`src/rtl/ddsm_frac_decoder.sv`:
```
// Receive-side window integrator for the 4-bit signed modulator stream.
// Reports the window sum plus the min/max sample of each completed window.
module ddsm_frac_decoder #(
   parameter int P_WIN_LOG2 = 4,
   parameter int P_SUM_W    = P_WIN_LOG2 + 4
) (
   input  logic               i_clk,
   input  logic               i_rst,
   input  logic [3:0]         i_frac,
   input  logic               i_en,
   input  logic               i_start,
   input  logic               i_abort,
   input  logic               i_cont,
   output logic [P_SUM_W-1:0] o_sum,
   output logic [3:0]         o_min,
   output logic [3:0]         o_max,
   output logic               o_valid,
   output logic               o_busy
);

   typedef enum logic [1:0] {
      IDLE,
      ACC,
      DONE
   } state_t;

   localparam logic signed [3:0] MIN_INIT = 4'sb0111;
   localparam logic signed [3:0] MAX_INIT = 4'sb1000;

   state_t                     state;
   logic signed [P_SUM_W-1:0]  acc;
   logic signed [P_SUM_W-1:0]  samp;
   logic signed [P_SUM_W-1:0]  sum_nxt;
   logic [P_WIN_LOG2-1:0]      cnt;
   logic signed [3:0]          frac_s;
   logic signed [3:0]          rmin;
   logic signed [3:0]          rmax;
   logic signed [3:0]          min_nxt;
   logic signed [3:0]          max_nxt;
   logic                       last;

   always_comb begin
      frac_s  = signed'(i_frac);
      samp    = {{(P_SUM_W-4){i_frac[3]}}, i_frac};
      sum_nxt = acc + samp;
      min_nxt = (frac_s < rmin) ? frac_s : rmin;
      max_nxt = (frac_s > rmax) ? frac_s : rmax;
      last    = &cnt;
   end

   always_ff @(posedge i_clk) begin
      if (i_rst) begin
         state   <= IDLE;
         acc     <= '0;
         cnt     <= '0;
         rmin    <= '0;
         rmax    <= '0;
         o_sum   <= '0;
         o_min   <= '0;
         o_max   <= '0;
         o_valid <= 1'b0;
         o_busy  <= 1'b0;
      end else begin
         o_valid <= 1'b0;
         unique case (state)
            IDLE: begin
               if (i_start && !i_abort) begin
                  state  <= ACC;
                  o_busy <= 1'b1;
                  acc    <= '0;
                  cnt    <= '0;
                  rmin   <= MIN_INIT;
                  rmax   <= MAX_INIT;
               end
            end
            ACC: begin
               if (i_abort) begin
                  state  <= IDLE;
                  o_busy <= 1'b0;
               end else if (i_en) begin
                  if (last) begin
                     o_sum   <= sum_nxt;
                     o_min   <= min_nxt;
                     o_max   <= max_nxt;
                     o_valid <= 1'b1;
                     // Re-arm in the same edge so continuous mode is gapless
                     acc     <= '0;
                     cnt     <= '0;
                     rmin    <= MIN_INIT;
                     rmax    <= MAX_INIT;
                     if (!i_cont) begin
                        state  <= DONE;
                        o_busy <= 1'b0;
                     end
                  end else begin
                     acc  <= sum_nxt;
                     cnt  <= cnt + 1'b1;
                     rmin <= min_nxt;
                     rmax <= max_nxt;
                  end
               end
            end
            DONE: begin
               state <= IDLE;
            end
            default: begin
               state <= IDLE;
            end
         endcase
      end
   end

endmodule

```
`config.mk`:
```
export PLATFORM = sky130hd
export DESIGN_NAME = ddsm_frac_decoder
export DESIGN_NICKNAME = d
export VERILOG_FILES = /design/src/rtl/ddsm_frac_decoder.sv
export SDC_FILE = /design/constraint.sdc
export NUM_CORES = 1
export LEC_CHECK = 0
export CAP_MARGIN = 30
export CELL_PAD_IN_SITES_DETAIL_PLACEMENT = 0
export CELL_PAD_IN_SITES_GLOBAL_PLACEMENT = 1
export CORE_MARGIN = 2
export CORE_UTILIZATION = 41
export DETAILED_ROUTE_END_ITERATION = 8
export HOLD_SLACK_MARGIN = 0.08
export PLACE_DENSITY = 0.91
export SLEW_MARGIN = 20
export SYNTH_ARGS = -nofsm -noshare
export SYNTH_HDL_FRONTEND = slang
export SYNTH_SLANG_ARGS = --single-unit
```
`constraint.sdc`:
```
create_clock -name i_clk -period 2.7 [get_ports i_clk]
set_clock_uncertainty 0.15 [all_clocks]
set_input_delay 0.675 -clock i_clk [delete_from_list [all_inputs] [get_ports i_clk]]
set_output_delay 0.675 -clock i_clk [all_outputs]
set_load 0.01 [all_outputs]
```
==> run summary, run 1 <==
The flow ran to the end, and the final reports show no timing, DRC or antenna violations. Counting every net in the synthesized netlist gives 277. Summed over all layers, the global routing overflow is 0.

For this run, the slowest stage of the critical path takes 0.52 ns. For this design, the sink count on the clock tree is 40. At the worst endpoint, the arrival time is 2.68 ns. The startpoint of the worst hold path was o_sum[5]. The estimated wirelength of the detail-placed design came out at 3.85 mm. For the worst setup path, the data required time is 2.77 ns. The antenna diode count is 0. Along the worst path, the maximum fanout reaches 4. The number of nets with antenna violations after detailed routing was 0; the height of the chip was 76.6 um.

Counting flops and latches in the post-synthesis netlist gives 40. The number of distinct standard cells referenced by the synthesized netlist was 45; the instance count along the most critical hold path was 2. The library cells used most frequently in the layout, excluding fill and tap cells, are sky130_fd_sc_hd__dfxtp_1 (40), sky130_fd_sc_hd__buf_4 (29), sky130_fd_sc_hd__clkdlybuf4s50_1 (25). Once placement finished, the instance area stood at 0.00275 mm^2. The worst-case headroom to the max-slew limit is 0.740. The run gives 1.08 nW as the reported leakage power. The routed wire length per instance works out to 13.9 um. The tree is rooted in a sky130_fd_sc_hd__clkbuf_8. Setup violations remaining at the end of the flow were counted as 0. The tools report the start of the worst register-to-register path as acc[1].

In this run the critical register-to-register path is captured at acc[7]. For this run, design rule violations remaining after detail routing come to 0. The number of vias per cell was 5.46; the number of rows in the core area was 26.

Walking the worst path, the cells encountered are clkdlybuf4s50_1 -> ha_1 -> a211oi_2 -> o311ai_2 -> and4_4 -> or4_1 -> a31oi_1. The congestion estimate from routability-driven global placement came to 0.889. The share of the clock period used by the worst path after layout came out at 0.966. For the minimum setup slack among reg-to-reg paths, the log shows 0.61 ns. In the final design database the tool counted 332 nets. Clock-pin slew was measured on the worst setup and hold paths at 0.07 ns. Entering global routing, the biggest net connects 25 pins. The tools report the initial antenna violation count as 0. Path type of the worst setup path: in -> reg.

The post-route minimum period works out to 2.61 ns. The level count of the clock H-tree is 2, and the area added between synthesis and finish is 32.0%. The run gives 0.00128 mm^2 as the multi-input gate area in the final layout. The all-layer global routing usage came out at 0.187.

The worst hold path terminates at o_sum[5]. Proportion of layout cells with a drive suffix above 1: 0.170. Global-route wire length before repair: 9.00 mm. For the max-slew violation total from the final report, the log shows 0. In this run the worst hold path is classified as reg -> reg.

Buffers placed on the I/O ports in this run total 27. The initial core utilization was 0.423; the area share of the largest cell type after synthesis was 0.371. The total placed cells including tap cells is 369, and the final number of hold-violating endpoints is 0. For the number of global-route vias before repair, the log shows 1942.

For the worst-skew pair, the clock arrives at the later sink with an insertion delay of 0.29 ns. The DRC marker count from the first detailed-route iteration was 74; the area taken by flip-flops and latches was 801 um^2. The nature of the critical path endpoint was a flip-flop. For the number of ports placed on the die boundary, the log shows 28. Most frequent standard cell in the layout excluding fill and tap cells: sky130_fd_sc_hd__dfxtp_1. The synthesized cell area was 0.00216 mm^2.

The run gives 0.371 as the sequential-to-total area share from yosys stat. Setup repair after global routing left no endpoint under its margin. Overall power consumption after layout is estimated at 1.23 mW. Counting cells, the worst reg-to-reg path comes to 6. Synthesized area per cell: 8.60 um^2. sky130_fd_sc_hd__dfxtp_1 takes more of the synthesized area than any other cell. By area the synthesized netlist is led by sky130_fd_sc_hd__dfxtp_1 (37%), sky130_fd_sc_hd__ha_1 (8.7%), sky130_fd_sc_hd__o21ai_0 (4.2%), sky130_fd_sc_hd__nor2_1 (4.2%), sky130_fd_sc_hd__nand2_1 (4.0%). The run gives 495 as the number of inserted filler cells in the final layout.

The die boundary width came out at 76.6 um. Clock tree synthesis inserted a total of 5 buffers. The total of warnings raised by yosys is 0.

The routed wire length was 5.22 mm. The slew at the pin closest to its max-slew limit was 0.389 ns. The final route contains 2053 vias. The tools report the die outline area as 0.00586 mm^2.

TritonCTS built the clock tree. The area of all placed cells without fillers is 0.00285 mm^2, and the highest attainable clock frequency is 0.384 GHz. Once the clock tree was built, the setup fixing pass inserted 0 buffers.

Among all stages on the critical path, the largest delay is contributed by sky130_fd_sc_hd__clkdlybuf4s50_1. Across the run, the number of max-cap violations was 0. No sink is reached through more buffers than the 2 on the longest clock path. The floorplan step defined a core boundary enclosing 0.00511 mm^2. The cell area power density was 433 mW/mm^2; the number of hold-repair buffers added at the cts stage was 0.

In the synthesized netlist, the number of instances is 251. The type of origin of the critical path is a primary input. The logs give 376 for the non-filler instance count after layout and 0.214 mV for the worst-case vdd ir drop.

The number of detailed-route iterations in the first pass is 4.
how the worst max path moves through the flow:
| stage | start | to | slack (ns) | cells past startpoint |
|---|---|---|---|---|
| global route | i_frac[1] | acc[7] | 0.004 | 7 |
| finish | i_frac[1] | acc[7] | 0.09 | 7 |
| CTS | i_frac[0] | acc[6] | 0.07 | 8 |
| detailed placement | i_frac[3] | acc[7] | -0.36 | 7 |
| floorplan | i_frac[1] | rmax[3] | 0.36 | 6 |
| global placement | i_frac[3] | acc[7] | -0.26 | 7 |
cells by family (layout without fill, tap and decap cells):
| group | Yosys count | count (layout) | share of synthesized area |
|---|---|---|---|
| mux | 1 | 1 | 0.00464 |
| flops | 40 | 40 | 0.371 |
| simple gates | 86 | 86 | 0.194 |
| fa+ha+maj | 16 | 16 | 0.0962 |
| compound gates | 82 | 82 | 0.276 |
| buf+inv | 21 | 76 | 0.0388 |
| xor+xnor | 5 | 5 | 0.0203 |
worst max-delay path: cells and delay by family:
family / cells / cell delay [ns]
fa+ha+maj: 1 / 0.27
simple gates: 2 / 0.70
buf+inv: 1 / 0.52
compound gates: 3 / 0.50
what timing repair did:
action	4_1_cts	5_1_grt
endpoints found under the setup margin	1	3
pin swaps	0	1
gates resized for setup	1	2
hold endpoints to repair	0	0
stage by stage:
stage	setup WS, ns	TNS, ns	utilization	hold WS (ns)
global placement	-0.259	-3.14	0.538	0.295
detailed placement	-0.359	-4.04	0.538	0.303
finish	0.0926	0	0.558	0.308
CTS	0.0732	0	0.557	0.312
global route	0.00411	0	0.558	0.332
floorplan	0.359	0	-	0.299
final cells by class:
class,count,area share
inverter,10,0.0132
multi-input combinational,190,0.449
tap,70,0.0307
sequential,40,0.281
clock buffer,7,0.0338
timing repair buffer,59,0.193
power by group:
part | internal (mW) | leakage (nW) | switching, mW
registers | 0.599 | 0.324 | 0.00739
clock network | 0.228 | 0.0503 | 0.198
logic | 0.0925 | 0.710 | 0.110
state kept, by name, summed over array words and instances (netlist names):
register,cells
acc,8
o_sum,8
cnt,4
o_max,4
o_min,4
rmax,4
rmin,4
state,2
o_busy,1
o_valid,1
metal layers:
metal,up-vias,track usage,wire length [um]
met4,0,0.0636,64
met1,975,0.254,2610
met5,-,0,0
met2,33,0.301,2440
met3,6,0.0332,99
li1,1039,-,-
cells in the mapped netlist (all sizes together):
cell and instances:
o21bai 1, or4 1, and3 4, clkbuf 6, nor2b 4, nand4 4, fa 1, nand2b 5
o21ai 19, nor3b 1, dfxtp 40, nor3 3, ha 15, or2 3, o211ai 5, xnor2 1
nor2 24, a21o 2, inv 10, o311a 1, o221a 4, xor2 4, o31ai 2, a2111oi 2
or3 1, o311ai 2, buf 5, mux2i 1, a211oi 3, o21a 3, a31oi 9, a22oi 7
and4 1, nand4b 1, a21oi 16, nand3 11, a41oi 1, a311oi 5, nand2 23
(Power assumes the default switching activity.)
==> run 2: changes to the inputs <==
--- a/config.mk
+++ b/config.mk
@@ -9,10 +9,11 @@
 export CELL_PAD_IN_SITES_DETAIL_PLACEMENT = 0
 export CELL_PAD_IN_SITES_GLOBAL_PLACEMENT = 1
 export CORE_MARGIN = 2
-export CORE_UTILIZATION = 41
+export CORE_UTILIZATION = 43
+export CTS_BUF_LIST = sky130_fd_sc_hd__clkbuf_8
 export DETAILED_ROUTE_END_ITERATION = 8
 export HOLD_SLACK_MARGIN = 0.08
-export PLACE_DENSITY = 0.91
+export PLACE_DENSITY = 0.94
 export SLEW_MARGIN = 20
 export SYNTH_ARGS = -nofsm -noshare
 export SYNTH_HDL_FRONTEND = slang
==> run 2 against run 1 <==
Net effect:
- cell count fell by 1.3%
- worst setup slack got worse by 0.019 ns
- wire length rose by 1.3%
- via count rose by 1.2%
==> run summary, run 2 (synthesis results as in run 1) <==
The global-route wire length before repair came out at 8.47 mm (-5.9%). The routed wire length per instance came out at 14.2 um (+2.6%). The proportion of layout cells with a drive suffix above 1 is 0.174 (+0.00441).

The all-layer global routing usage is 0.196 (+0.00854). For the number of nets with antenna violations after detailed routing, the log shows 0 (unchanged). Critical path's slowest cell: sky130_fd_sc_hd__or4_1. The tools report the nature of the critical path endpoint as a flip-flop. The reg-to-reg critical path endpoint is acc[7].

The number of detailed-route iterations in the first pass came out at 4 (unchanged). Core box area: 0.00479 mm^2 (-6.3%). The level count of the clock H-tree was 2 (unchanged).

The number of clock buffers inserted by TritonCTS was 5 (unchanged); the clock-pin slew of the registers on the worst-case setup and hold paths was 0.08 ns (about the same). The cell depth of the worst flop-to-flop path works out to 6 (unchanged). The clock insertion delay at the later pin of the skew report is 0.29 ns (about the same), and the initial antenna violation count is 0 (unchanged).

The number of ports placed on the die boundary was 28 (unchanged). The area of all placed cells without fillers is 0.00287 mm^2 (+0.53%). Number of gates resized after CTS: 0 (-1). The logs give 0.333 (+0.0324) for the fraction of met2 tracks used by global routing and 0 (unchanged) for the final number of hold-violating endpoints. The die boundary width is 74.9 um (-2.2%), and the max-slew violation total from the final report is 0 (unchanged). Start of the worst register-to-register path: acc[1]. The run gives 0.240 (-0.0138) as the met1 track demand over resource in global routing.

The number of vias per cell is 5.60 (+2.5%). The largest registers in the layout are acc: 8 flops, o_sum: 8 flops. The logs give 0 (unchanged) for the antenna diode count and 0.0415 (+0.00832) for the global-route met3 utilization.

The share of the clock period used by the worst path after layout works out to 0.973 (+0.00698). The cell area power density came out at 470 mW/mm^2 (+8.6%). The tools report the type of origin of the critical path as a primary input. The DRC violations left was 0 (unchanged); the CTS sink count was 40 (unchanged). The logs give 0.451 (+0.0284) for the initial core utilization and 0.391 mV (+83%) for the worst-case vdd ir drop. Number of inserted filler cells in the final layout: 421 (-15%). The run gives 0 (unchanged) as the count of max-cap constraint violations.

The critical path is of the in -> reg type. Leaving out fill and tap cells, the most frequent cell in the layout is sky130_fd_sc_hd__dfxtp_1. The tools report the sum of negative setup slack as 0 ns (unchanged). The tools report the CTS root buffer as sky130_fd_sc_hd__clkbuf_8. DRC marker count from the first detailed-route iteration: 69 (-6.8%).

The number of buffers added on ports is 27 (unchanged). The layer flagged by global routing as most heavily used is met2. The slew at the pin closest to its max-slew limit works out to 0.504 ns (+0.114 ns). The arrival time reported for the critical path endpoint is 2.69 ns (about the same), and the minimum setup slack among reg-to-reg paths is 0.56 ns (-0.05 ns). Type of the worst min-delay path: reg -> reg. The startpoint of the most critical setup path is i_frac[3]. The run finished with clean final reports. The maximum number of buffers from clock root to sink was 2 (unchanged).

The number of hold-repair buffers added at the cts stage is 0 (unchanged), and the estimated wirelength of the detail-placed design is 3.64 mm (-5.5%). The signal on the critical path passes through clkdlybuf4s50_1 -> buf_4 -> ha_1 -> nand2_1 -> o311ai_4 -> and4_4 -> or4_1 -> a31oi_1. The worst setup path endpoint is acc[7]. The height of the chip was 74.9 um (-2.2%); the placed cell area was 0.00271 mm^2 (-1.4%).

Leaving out fill and tap cells, the most frequent cells in the layout are sky130_fd_sc_hd__dfxtp_1 (40), sky130_fd_sc_hd__buf_4 (27), sky130_fd_sc_hd__clkdlybuf4s50_1 (25). The highest attainable clock frequency came out at 0.381 GHz (-0.72%). The tools report the post-CTS setup-driven buffer insertion count as 0 (unchanged). The tools report the number of global-route vias before repair as 1912 (-1.5%).

The tools report the overall overflow remaining after global route as 0 (unchanged). The global placement routability congestion is 0.877 (-1.4%). The pin count of the biggest net entering global routing is 30 (+20%), and the total via count in the routed design is 2077 (+1.2%). The maximum single-stage delay on the critical path was 0.47 ns (-0.05 ns).

Setup repair after global routing left no endpoint under its margin. The number of rows in the core area came out at 25 (-3.8%). Post-layout net count: 329 (-0.90%). The tools report the worst-case headroom to the max-slew limit as 0.661 (-0.0784). TritonCTS built the clock tree. The post-route minimum period was 2.63 ns (+0.0188 ns); the total setup violations reported at the end of the flow was 0 (unchanged).

The die outline area was 0.00560 mm^2 (-4.4%). The reported leakage power was 1.11 nW (+2.2%); the maximum fanout along the worst path was 8 (+4). The data required time at the worst endpoint came out at 2.77 ns (about the same). The routed wire length was 5.28 mm (+1.3%); the area added between synthesis and finish was 32.7%.
==> run 2: layout make-up <==
cell class	instances	area (um^2)	share of cell area
clock buffer	7	96.3	0.0336
clock inverter	1	30.0	0.0105
inverter	10	37.5	0.0131
multi-input combinational	190	1300	0.453
sequential	40	801	0.279
tap	67	83.8	0.0293
timing repair buffer	56	518	0.181
==> run 2: power by group <==
part / switching [mW] / internal [mW] / total (mW)
Combinational: 0.111 / 0.0932 / 0.204
Clock: 0.211 / 0.326 / 0.537
Sequential: 0.00708 / 0.598 / 0.605
Total: 0.328 / 1.02 / 1.35
==> run 2: worst min path at each step <==
stage / start / depth (start not counted) / to / slack (ns)
floorplan: acc[6] / 2 / acc[6] / 0.30
global placement: o_sum[1] / 2 / o_sum[1] / 0.29
detailed placement: o_sum[1] / 2 / o_sum[1] / 0.30
CTS: o_sum[1] / 2 / o_sum[1] / 0.31
global route: o_sum[5] / 2 / o_sum[5] / 0.33
finish: o_sum[1] / 2 / o_sum[1] / 0.30
==> run 2: through the flow <==
stage / power (mW) / hold slack [ns] / util / std cells / worst slack (ns)
6_report: 1.35 / 0.304 / 0.599 / 371 / 0.0738
3_3_place_gp: 0.814 / 0.294 / 0.566 / 363 / -0.229
3_5_place_dp: 0.818 / 0.296 / 0.566 / 363 / -0.297
5_1_grt: 1.40 / 0.329 / 0.599 / 371 / 0.000285
2_1_floorplan: 0.730 / 0.299 / - / 251 / 0.359
4_1_cts: 1.36 / 0.308 / 0.593 / 371 / 0.0165
==> run 2: layer usage <==
layer	share of wire	wire (um)
met1	0.44	2350
met2	0.49	2610
met3	0.045	238
met4	0.017	89
met5	0	0
==> run 2: critical path: cells and delay by family <==
kind,cells,cell delay (ns)
adders and majority gates,1,0.35
and+or+nand+nor,3,0.85
buffers and inverters,2,0.56
AOI/OAI and AO/OA,2,0.25
